File: src/rtl/instruction_fetch_pkg.sv
// ============================================================================
// Module   : instruction_fetch_pkg
// Purpose  : Shared FSM states, buffer sizing and pointer helper for the
//            instruction fetch unit. IFETCH_PREFETCH_EN selects DEPTH=2.
// Revision : 1.0 - initial release
// ============================================================================
`default_nettype none

package instruction_fetch_pkg;

  localparam int IF_ADDR_W = 8;
  localparam int IF_DATA_W = 16;

`ifdef IFETCH_PREFETCH_EN
  localparam int DEPTH = 2;
`else
  localparam int DEPTH = 1;
`endif

  localparam int CNT_W = $clog2(DEPTH + 1);
  localparam int PTR_W = (DEPTH > 1) ? $clog2(DEPTH) : 1;

  typedef enum logic [1:0] {
    ST_IDLE  = 2'd0,
    ST_REQ   = 2'd1,
    ST_DRAIN = 2'd2
  } fetch_state_e;

  function automatic logic [PTR_W-1:0] ptr_next(input logic [PTR_W-1:0] p);
    return (p == PTR_W'(DEPTH - 1)) ? '0 : p + 1'b1;
  endfunction

endpackage

`default_nettype wire

File: src/rtl/ifetch_buf.sv
// ============================================================================
// Module   : ifetch_buf
// Purpose  : DEPTH-entry FIFO of {pc, ins} with push/pop/flush and occupancy.
//            DEPTH follows IFETCH_PREFETCH_EN via instruction_fetch_pkg.
// Revision : 1.0 - initial release
// ============================================================================
`default_nettype none

module ifetch_buf
  import instruction_fetch_pkg::*;
#(
  parameter int ADDR_W = IF_ADDR_W,
  parameter int DATA_W = IF_DATA_W
) (
  input  logic              clk,
  input  logic              rst_n,
  input  logic              flush_i,
  input  logic              push_i,
  input  logic [ADDR_W-1:0] push_pc_i,
  input  logic [DATA_W-1:0] push_ins_i,
  input  logic              pop_i,
  output logic [ADDR_W-1:0] head_pc_o,
  output logic [DATA_W-1:0] head_ins_o,
  output logic [CNT_W-1:0]  count_o
);

  logic [ADDR_W-1:0] pc_mem_q  [DEPTH];
  logic [DATA_W-1:0] ins_mem_q [DEPTH];
  logic [PTR_W-1:0]  wr_ptr_q, rd_ptr_q;
  logic [CNT_W-1:0]  count_q;
  logic              w_do_push, w_do_pop;

  assign w_do_push = push_i && !flush_i && (count_q != CNT_W'(DEPTH));
  assign w_do_pop  = pop_i  && !flush_i && (count_q != '0);

  always_ff @(posedge clk or negedge rst_n) begin
    if (!rst_n) begin
      wr_ptr_q <= '0;
      rd_ptr_q <= '0;
      count_q  <= '0;
    end else if (flush_i) begin
      wr_ptr_q <= '0;
      rd_ptr_q <= '0;
      count_q  <= '0;
    end else begin
      if (w_do_push) wr_ptr_q <= ptr_next(wr_ptr_q);
      if (w_do_pop)  rd_ptr_q <= ptr_next(rd_ptr_q);
      if (w_do_push && !w_do_pop)      count_q <= count_q + CNT_W'(1);
      else if (!w_do_push && w_do_pop) count_q <= count_q - CNT_W'(1);
    end
  end

  // Payload storage needs no reset: occupancy gates every read.
  always_ff @(posedge clk) begin
    if (w_do_push) begin
      pc_mem_q[wr_ptr_q]  <= push_pc_i;
      ins_mem_q[wr_ptr_q] <= push_ins_i;
    end
  end

  assign head_pc_o  = pc_mem_q[rd_ptr_q];
  assign head_ins_o = ins_mem_q[rd_ptr_q];
  assign count_o    = count_q;

endmodule

`default_nettype wire

File: src/rtl/instruction_fetch.sv
// ============================================================================
// Module   : instruction_fetch
// Purpose  : Fetches words over a req/ack memory handshake, buffers them and
//            strobes them into the IR. IFETCH_PREFETCH_EN enables prefetch.
// Revision : 1.0 - initial release
// ============================================================================
`default_nettype none

module instruction_fetch
  import instruction_fetch_pkg::*;
#(
  parameter int                ADDR_W   = IF_ADDR_W,
  parameter int                DATA_W   = IF_DATA_W,
  parameter logic [ADDR_W-1:0] RESET_PC = '0
) (
  input  logic              clk,
  input  logic              rst_n,
  input  logic              fetch_en,
  output logic              mem_req,
  output logic [ADDR_W-1:0] mem_addr,
  input  logic              mem_ack,
  input  logic [DATA_W-1:0] mem_rdata,
  input  logic              ir_ready,
  output logic              ir_load,
  output logic [DATA_W-1:0] ir_ins,
  output logic [ADDR_W-1:0] ir_pc,
  input  logic              redirect,
  input  logic [ADDR_W-1:0] redirect_pc
);

  fetch_state_e      state_q, state_d;
  logic [ADDR_W-1:0] pc_q, pc_d;
  logic [ADDR_W-1:0] addr_q, addr_d;
  logic              ir_load_q;
  logic [DATA_W-1:0] ir_ins_q;
  logic [ADDR_W-1:0] ir_pc_q;

  logic              w_push, w_pop;
  logic [CNT_W-1:0]  w_count;
  logic [ADDR_W-1:0] w_head_pc;
  logic [DATA_W-1:0] w_head_ins;

  assign w_pop = (w_count != '0) && ir_ready && !redirect;

  ifetch_buf #(
    .ADDR_W (ADDR_W),
    .DATA_W (DATA_W)
  ) u_buf (
    .clk        (clk),
    .rst_n      (rst_n),
    .flush_i    (redirect),
    .push_i     (w_push),
    .push_pc_i  (pc_q),
    .push_ins_i (mem_rdata),
    .pop_i      (w_pop),
    .head_pc_o  (w_head_pc),
    .head_ins_o (w_head_ins),
    .count_o    (w_count)
  );

  always_comb begin
    state_d = state_q;
    pc_d    = pc_q;
    addr_d  = addr_q;
    w_push  = 1'b0;
    unique case (state_q)
      ST_IDLE: begin
        if (redirect) begin
          pc_d = redirect_pc;
        end else if (fetch_en && (w_count < CNT_W'(DEPTH))) begin
          state_d = ST_REQ;
          addr_d  = pc_q;
        end
      end
      ST_REQ: begin
        // A redirect without ack leaves a squashed request that must drain.
        if (redirect) begin
          pc_d    = redirect_pc;
          state_d = mem_ack ? ST_IDLE : ST_DRAIN;
        end else if (mem_ack) begin
          w_push  = 1'b1;
          pc_d    = pc_q + 1'b1;
          state_d = ST_IDLE;
        end
      end
      ST_DRAIN: begin
        if (redirect) pc_d = redirect_pc;
        if (mem_ack)  state_d = ST_IDLE;
      end
      default: state_d = ST_IDLE;
    endcase
  end

  always_ff @(posedge clk or negedge rst_n) begin
    if (!rst_n) begin
      state_q <= ST_IDLE;
      pc_q    <= RESET_PC;
      addr_q  <= RESET_PC;
    end else begin
      state_q <= state_d;
      pc_q    <= pc_d;
      addr_q  <= addr_d;
    end
  end

  always_ff @(posedge clk or negedge rst_n) begin
    if (!rst_n) begin
      ir_load_q <= 1'b0;
      ir_ins_q  <= '0;
      ir_pc_q   <= '0;
    end else begin
      ir_load_q <= w_pop;
      if (w_pop) begin
        ir_ins_q <= w_head_ins;
        ir_pc_q  <= w_head_pc;
      end
    end
  end

  assign mem_req  = (state_q != ST_IDLE);
  assign mem_addr = addr_q;
  assign ir_load  = ir_load_q;
  assign ir_ins   = ir_ins_q;
  assign ir_pc    = ir_pc_q;

endmodule

`default_nettype wire

File: config.mk
export PLATFORM = sky130hd
export DESIGN_NAME = instruction_fetch
export DESIGN_NICKNAME = d
export VERILOG_FILES = /design/src/rtl/instruction_fetch_pkg.sv /design/src/rtl/ifetch_buf.sv /design/src/rtl/instruction_fetch.sv
export SDC_FILE = /design/constraint.sdc
export NUM_CORES = 1
export LEC_CHECK = 0
export CAP_MARGIN = 10
export CORE_MARGIN = 4
export CORE_UTILIZATION = 52
export CTS_CLUSTER_DIAMETER = 120
export CTS_CLUSTER_SIZE = 40
export DETAILED_ROUTE_END_ITERATION = 6
export GPL_ROUTABILITY_DRIVEN = 0
export GPL_TIMING_DRIVEN = 0
export PLACE_DENSITY = 0.84
export SYNTH_ARGS = -nofsm -noshare
export SYNTH_HDL_FRONTEND = slang
export SYNTH_SLANG_ARGS = --single-unit
File: constraint.sdc
create_clock -name clk -period 4.91 [get_ports clk]
set_input_delay 1.2275 -clock clk [delete_from_list [all_inputs] [get_ports clk]]
set_output_delay 1.2275 -clock clk [all_outputs]
set_load 0.01 [all_outputs]
-- Word-level counts from Yosys, hierarchy flattened
Memories as Yosys holds them, arrays and structs flattened. A register that Yosys moved wholly into a read port is not among the register bits.
Cells that the tools add are included.
- flip-flop bits (word level): 20
- memory bits (writable): 24
- input port bits: 30
- output and inout bits: 34
- word-level logic and storage cells: 59
- memories kept: 2
- memories (memory ; depth ; bits a word ; read ports ; clocked after Yosys merged registers in ; wr ports ; line ; source):
    u_buf.ins_mem_q ; 1 ; 16 ; 1 ; 1 ; 1 ; ifetch_buf.sv:28 ; logic [DATA_W-1:0] ins_mem_q [DEPTH];
    u_buf.pc_mem_q ; 1 ; 8 ; 1 ; 1 ; 1 ; ifetch_buf.sv:27 ; logic [ADDR_W-1:0] pc_mem_q [DEPTH];
- add/subtract/negate cells: 3
- magnitude comparators: 1
- eq/ne operators: 6
- multiplexer cells: 18
- bitwise operators: 2
- reductions and logical operators: 22
- operator list (kind ; count):
    8-bit 2-to-1 mux ; 3
    8-bit case mux with 2 select lines ; 1
    2-bit 2-to-1 mux ; 5
    1-bit logical AND ; 9
    8-bit by 1-bit adder with 8-bit output (second input constant) ; 1
    1-bit 2-to-1 mux ; 8
    2-bit case mux with 3 select lines ; 1
    3-bit AND reduction ; 2
    1-bit zero test ; 5
    2-bit inequality test (second input constant) ; 2
    2-bit nonzero test ; 2
    3-bit inequality test (second input constant) ; 1
    3-bit nonzero test ; 1
    2-bit by 1-bit equality test with 1-bit output (second input constant) ; 1
    2-bit equality test (second input constant) ; 1
    2-bit zero test ; 1
    2-bit by 1-bit inequality test with 1-bit output (second input constant) ; 1
    1-bit inverter ; 2
    2-bit AND reduction ; 1
    2-bit OR reduction ; 1
    1-bit adder (second input constant) ; 1
    1-bit < comparator (second input constant) ; 1
    1-bit subtractor (second input constant) ; 1

-- Logic depth before layout (Yosys ltp)
- depth in word-level cells: 10
- gate-level depth with buffers: 5

-- By module
From an unflattened synthesis, not the netlist that was laid out.
- cells, all modules: 221
- area total of the unflattened synthesis: 2657.5 µm²
- by module, submodules not included (module ; times used ; cells each ; area each (µm²)):
    instruction_fetch ; 1 ; 192 ; 1885.6
    ifetch_buf ; 1 ; 29 ; 772.0

-- Least setup slack after synthesis
Ideal clock, no wire load.
- path kind: input-to-reg
- from: in redirect
- to: mem u_buf.ins_mem_q[0][0] (netlist name) (enable)
- setup time: 383 ps
- arrival: 2382 ps
- slack: 2145 ps
- stages on the path: 3
- path buffers: 1
- path through: nor2b_1 clkbuf_1 and3_1
- longest elaborated chain between the ends: 6
- elaborated cells between the ends (all ways): 7
- classes of those cells: mux: 4; reduce/logical: 3
- ends and longest elaborated chain (item ; line ; source):
    start, declared ; instruction_fetch.sv:27 ; input logic redirect,
    1-bit 2-to-1 mux ; instruction_fetch.sv:77 ; if (redirect) begin
    1-bit 2-to-1 mux ; instruction_fetch.sv:66 ; unique case (state_q)
    1-bit logical AND * (2 in a row) ; ifetch_buf.sv:33 ; assign w_do_push = push_i && !flush_i && (count_q != CNT_W'(DEPTH));
    1-bit 2-to-1 mux * ; ifetch_buf.sv:55 ; if (w_do_push) begin
    1-bit 2-to-1 mux (not written as such) * ; ifetch_buf.sv:57 ; ins_mem_q[wr_ptr_q] <= push_ins_i;
    end, declared ; ifetch_buf.sv:28 ;
Every way passes the cells marked *; elsewhere a longest branch is shown, timed or not.

-- Worst setup path in the final report
- from: in redirect
- to: mem u_buf.ins_mem_q[0][11] (netlist name) (enable)
The elaborated chain is that of the path after synthesis.

==> impl_metrics.csv <==
group,metric,value,unit
cells_and_area,nFillCells,351,
logic_synthesis,synthTopCellsByCount,"79 x nand2_1, 44 x dfrtp_1, 24 x edfxtp_1",
timing,rsz0062_at_grt,"no",
worst_setup_path,critPathMaxFanout,24,
timing,maxSlewHeadroom,0.275,
logic_synthesis,synth-seq-area-share,0.705,
clock_network,clockRootBuffer,"clkbuf_8",
flow_run,max-cap-violations,0,
worst_setup_path,r2r-end,"u_buf.ins_mem_q[0][11]$_DFFE_PN_",
floorplanning,die_area,0.00616,mm^2
global_route,antenna_found_initial,0,
logic_synthesis,ys_ff_latch,68,
clock_network,cts_setup_buffers,0,
timing,period_needed,3.47,ns
timing,max_freq,288,MHz
outcome,status,"finished clean",
clock_network,cts.sinks,68,
route,routedWlPerCell,13.7,um
route,detail-route-antenna-nets,0,
timing,fin_skew,0.00540,ns
clock_network,clkTransAtPathRegs,0.07,ns
floorplanning,die_x,78.5,um
route,dr.max_layer_used,"met4",
route,dr.pass1.iters,6,
route,wl_met1,2.18,mm
route,via_per_inst,4.99,
pwr,ir_worst_vdd,0.274,mV
logic_synthesis,synth_top_area_share,0.426,
global_route,grt_usage,0.178,
logic_synthesis,ys_warn_count,0,
route,totalWireLength,4.98,mm
placement,dpl-instance-area,0.00331,mm^2
global_route,grt_max_degree,29,
min_path,worstHoldPathType,"reg -> reg",
clock_network,cts_tree,"built",
logic_synthesis,yosys-top-cells-area,"dfrtp_1 43%, edfxtp_1 28%, nand2_1 11%",
cells_and_area,layout-drive-gt1-share,0.108,
clock_network,cts_hold_buf,0,
worst_setup_path,worstRegToRegCells,3,
logic_synthesis,ys_async_sr_fraction,0.647,
timing,whs,0.436,ns
floorplanning,die_y,78.5,um
pwr,p_leak,1.48,nW
timing,finalCritPeriodShare,0.707,
worst_setup_path,r2r-start,"state_q[0]$_DFFE_PN0P_",
timing,finalSetupTns,0,ns
logic_synthesis,synth_edf_count,24,
route,wl_met2,2.43,mm
logic_synthesis,synthMostInstantiatedCell,"nand2_1",
worst_setup_path,arrival,3.42,ns
pwr,power.density,434,mW/mm^2
clock_network,cts_buffers,9,
logic_synthesis,synth_area,0.00258,mm^2
cells_and_area,fin_nets,323,
placement,io_buffers,63,
clock_network,clock_latency,0.33,ns
min_path,whs_path_depth,2,
timing,finalHoldViolations,0,
timing,drv_slew,0,
floorplanning,initial_core_util,0.543,
worst_setup_path,crit_type,"in -> reg",
min_path,holdPathEnd,"ir_ins[15]$_DFFE_PN0P_",
timing,worstMarginPinSlew,1.09,ns
route,route.met3.wl,310,um
pwr,p_total,0.00151,W
route,drc,0,
floorplanning,rows,25,
logic_synthesis,synth.distinct_cells,29,
logic_synthesis,synth_ff_type,"dfrtp_1",
cells_and_area,n_antenna_cell,0,
placement,post-dp-hpwl,3.47,mm
clock_network,cts.htree.levels,3,
clock_network,cts_resized,0,
cells_and_area,design_area,0.00348,mm^2
logic_synthesis,synth.avg_cell_area,11.9,um^2
worst_setup_path,endpoint_kind,"register",
cells_and_area,area_growth,34.8,%
logic_synthesis,yosysTopAreaCell,"dfrtp_1",
floorplanning,core,0.00475,mm^2
timing,setup_viol,0,
clock_network,cts_buffer_depth,2,
worst_setup_path,critPathRequiredTime,4.86,ns
global_route,grt_pass1_vias,1871,
logic_synthesis,postSynthCellCount,217,
worst_setup_path,rrSetupSlack,2.38,ns
route,num_vias,1815,
global_route,grt_pass1_wl,8.39,mm
min_path,hp-start,"u_buf.ins_mem_q[0][15]$_DFFE_PN_",
logic_synthesis,syn_nets,248,
floorplanning,io_pins,64,
worst_setup_path,cp-start-kind,"input pin",
global_route,overflow,0,
route,drtIter0Drc,120,
-- registers in the layout, summed over array words and instances (netlist names) --
register	flops
ir_ins	16
u_buf.ins_mem_q	16
ir_pc	8
mem_addr	8
pc_q	8
u_buf.pc_mem_q	8
state_q	2
ir_load	1
u_buf.count_o	1
-- routing by layer --
metal,global-route usage,vias to the layer above
met2,0.288,64
met3,0.0596,7
li1,-,886
met4,0.0612,0
met1,0.224,858
met5,0,-
-- cell type report --
type | count | area (um^2) | area share
repair buffers | 64 | 646 | 0.185
clock inverters | 5 | 27.5 | 0.00791
clock buffers | 11 | 141 | 0.0406
inverters | 3 | 11.3 | 0.00324
well taps | 67 | 83.8 | 0.0241
multi-input cells | 138 | 718 | 0.206
plain buffers | 8 | 31.3 | 0.00899
flip-flops and latches | 68 | 1820 | 0.523
-- stage by stage --
stage,setup slack (ns),instances,utilization
2_1_floorplan,2.14,217,-
3_3_place_gp,1.14,347,0.693
3_5_place_dp,1.09,348,0.697
4_1_cts,1.41,364,0.732
5_1_grt,1.28,364,0.732
6_report,1.44,364,0.732
-- where the power goes --
group	switching (W)	internal, W	total [W]
sequential	0.0000640	0.000690	0.000754
clock	0.000195	0.000193	0.000388
combinational	0.000148	0.000218	0.000367
-- worst max-delay path, stage by stage --
cell and delay [ns]:
clkdlybuf4s50_1 0.53, nor2b_1 0.30, clkbuf_1 0.39, and3_1 0.96
-- cell usage in the layout, fill, tap and decap left out --
cell             count
or2b_1               1
clkbuf_1             7
a21oi_1             13
nor4b_4              1
nor2_1               4
a2bb2oi_1            2
nand4_1              3
inv_2                1
dfrtp_1             44
clkdlybuf4s50_1     62
inv_1                2
mux2_2               8
nor2b_1              2
nand3b_1             2
buf_2                2
mux2i_1              1
o21ai_0              7
and3_1               1
nand2b_1             1
a31o_2               1
nand2_1             79
clkinvlp_4           1
and4_1               1
or2_4                1
clkbuf_8            10
clkinv_2             4
a32oi_1              1
buf_12               1
edfxtp_1            24
a21o_2               2
ha_1                 1
buf_1                1
nand3_1              3
o22ai_1              3
-- cells by family (layout without fill, tap and decap cells) --
family	after synthesis	count (layout)	synth area share
compound gates	29	29	0.0664
mux	9	9	0.0388
simple gates	99	99	0.168
buf+inv	11	91	0.0165
flops	68	68	0.705
fa+ha+maj	1	1	0.00484
-- how the worst max path moves through the flow --
stage               startpoint                                to  slack [ns]  depth (start not counted)
floorplan             redirect   u_buf.ins_mem_q[0][0]$_DFFE_PN_        2.14                          3
global placement      redirect   u_buf.ins_mem_q[0][3]$_DFFE_PN_        1.14                          4
detailed placement    redirect  u_buf.ins_mem_q[0][11]$_DFFE_PN_        1.09                          4
CTS                   redirect   u_buf.ins_mem_q[0][1]$_DFFE_PN_        1.41                          4
global route          redirect   u_buf.ins_mem_q[0][9]$_DFFE_PN_        1.28                          4
finish                redirect  u_buf.ins_mem_q[0][11]$_DFFE_PN_        1.44                          4
Note: power is estimated with default switching activity, not from simulation.
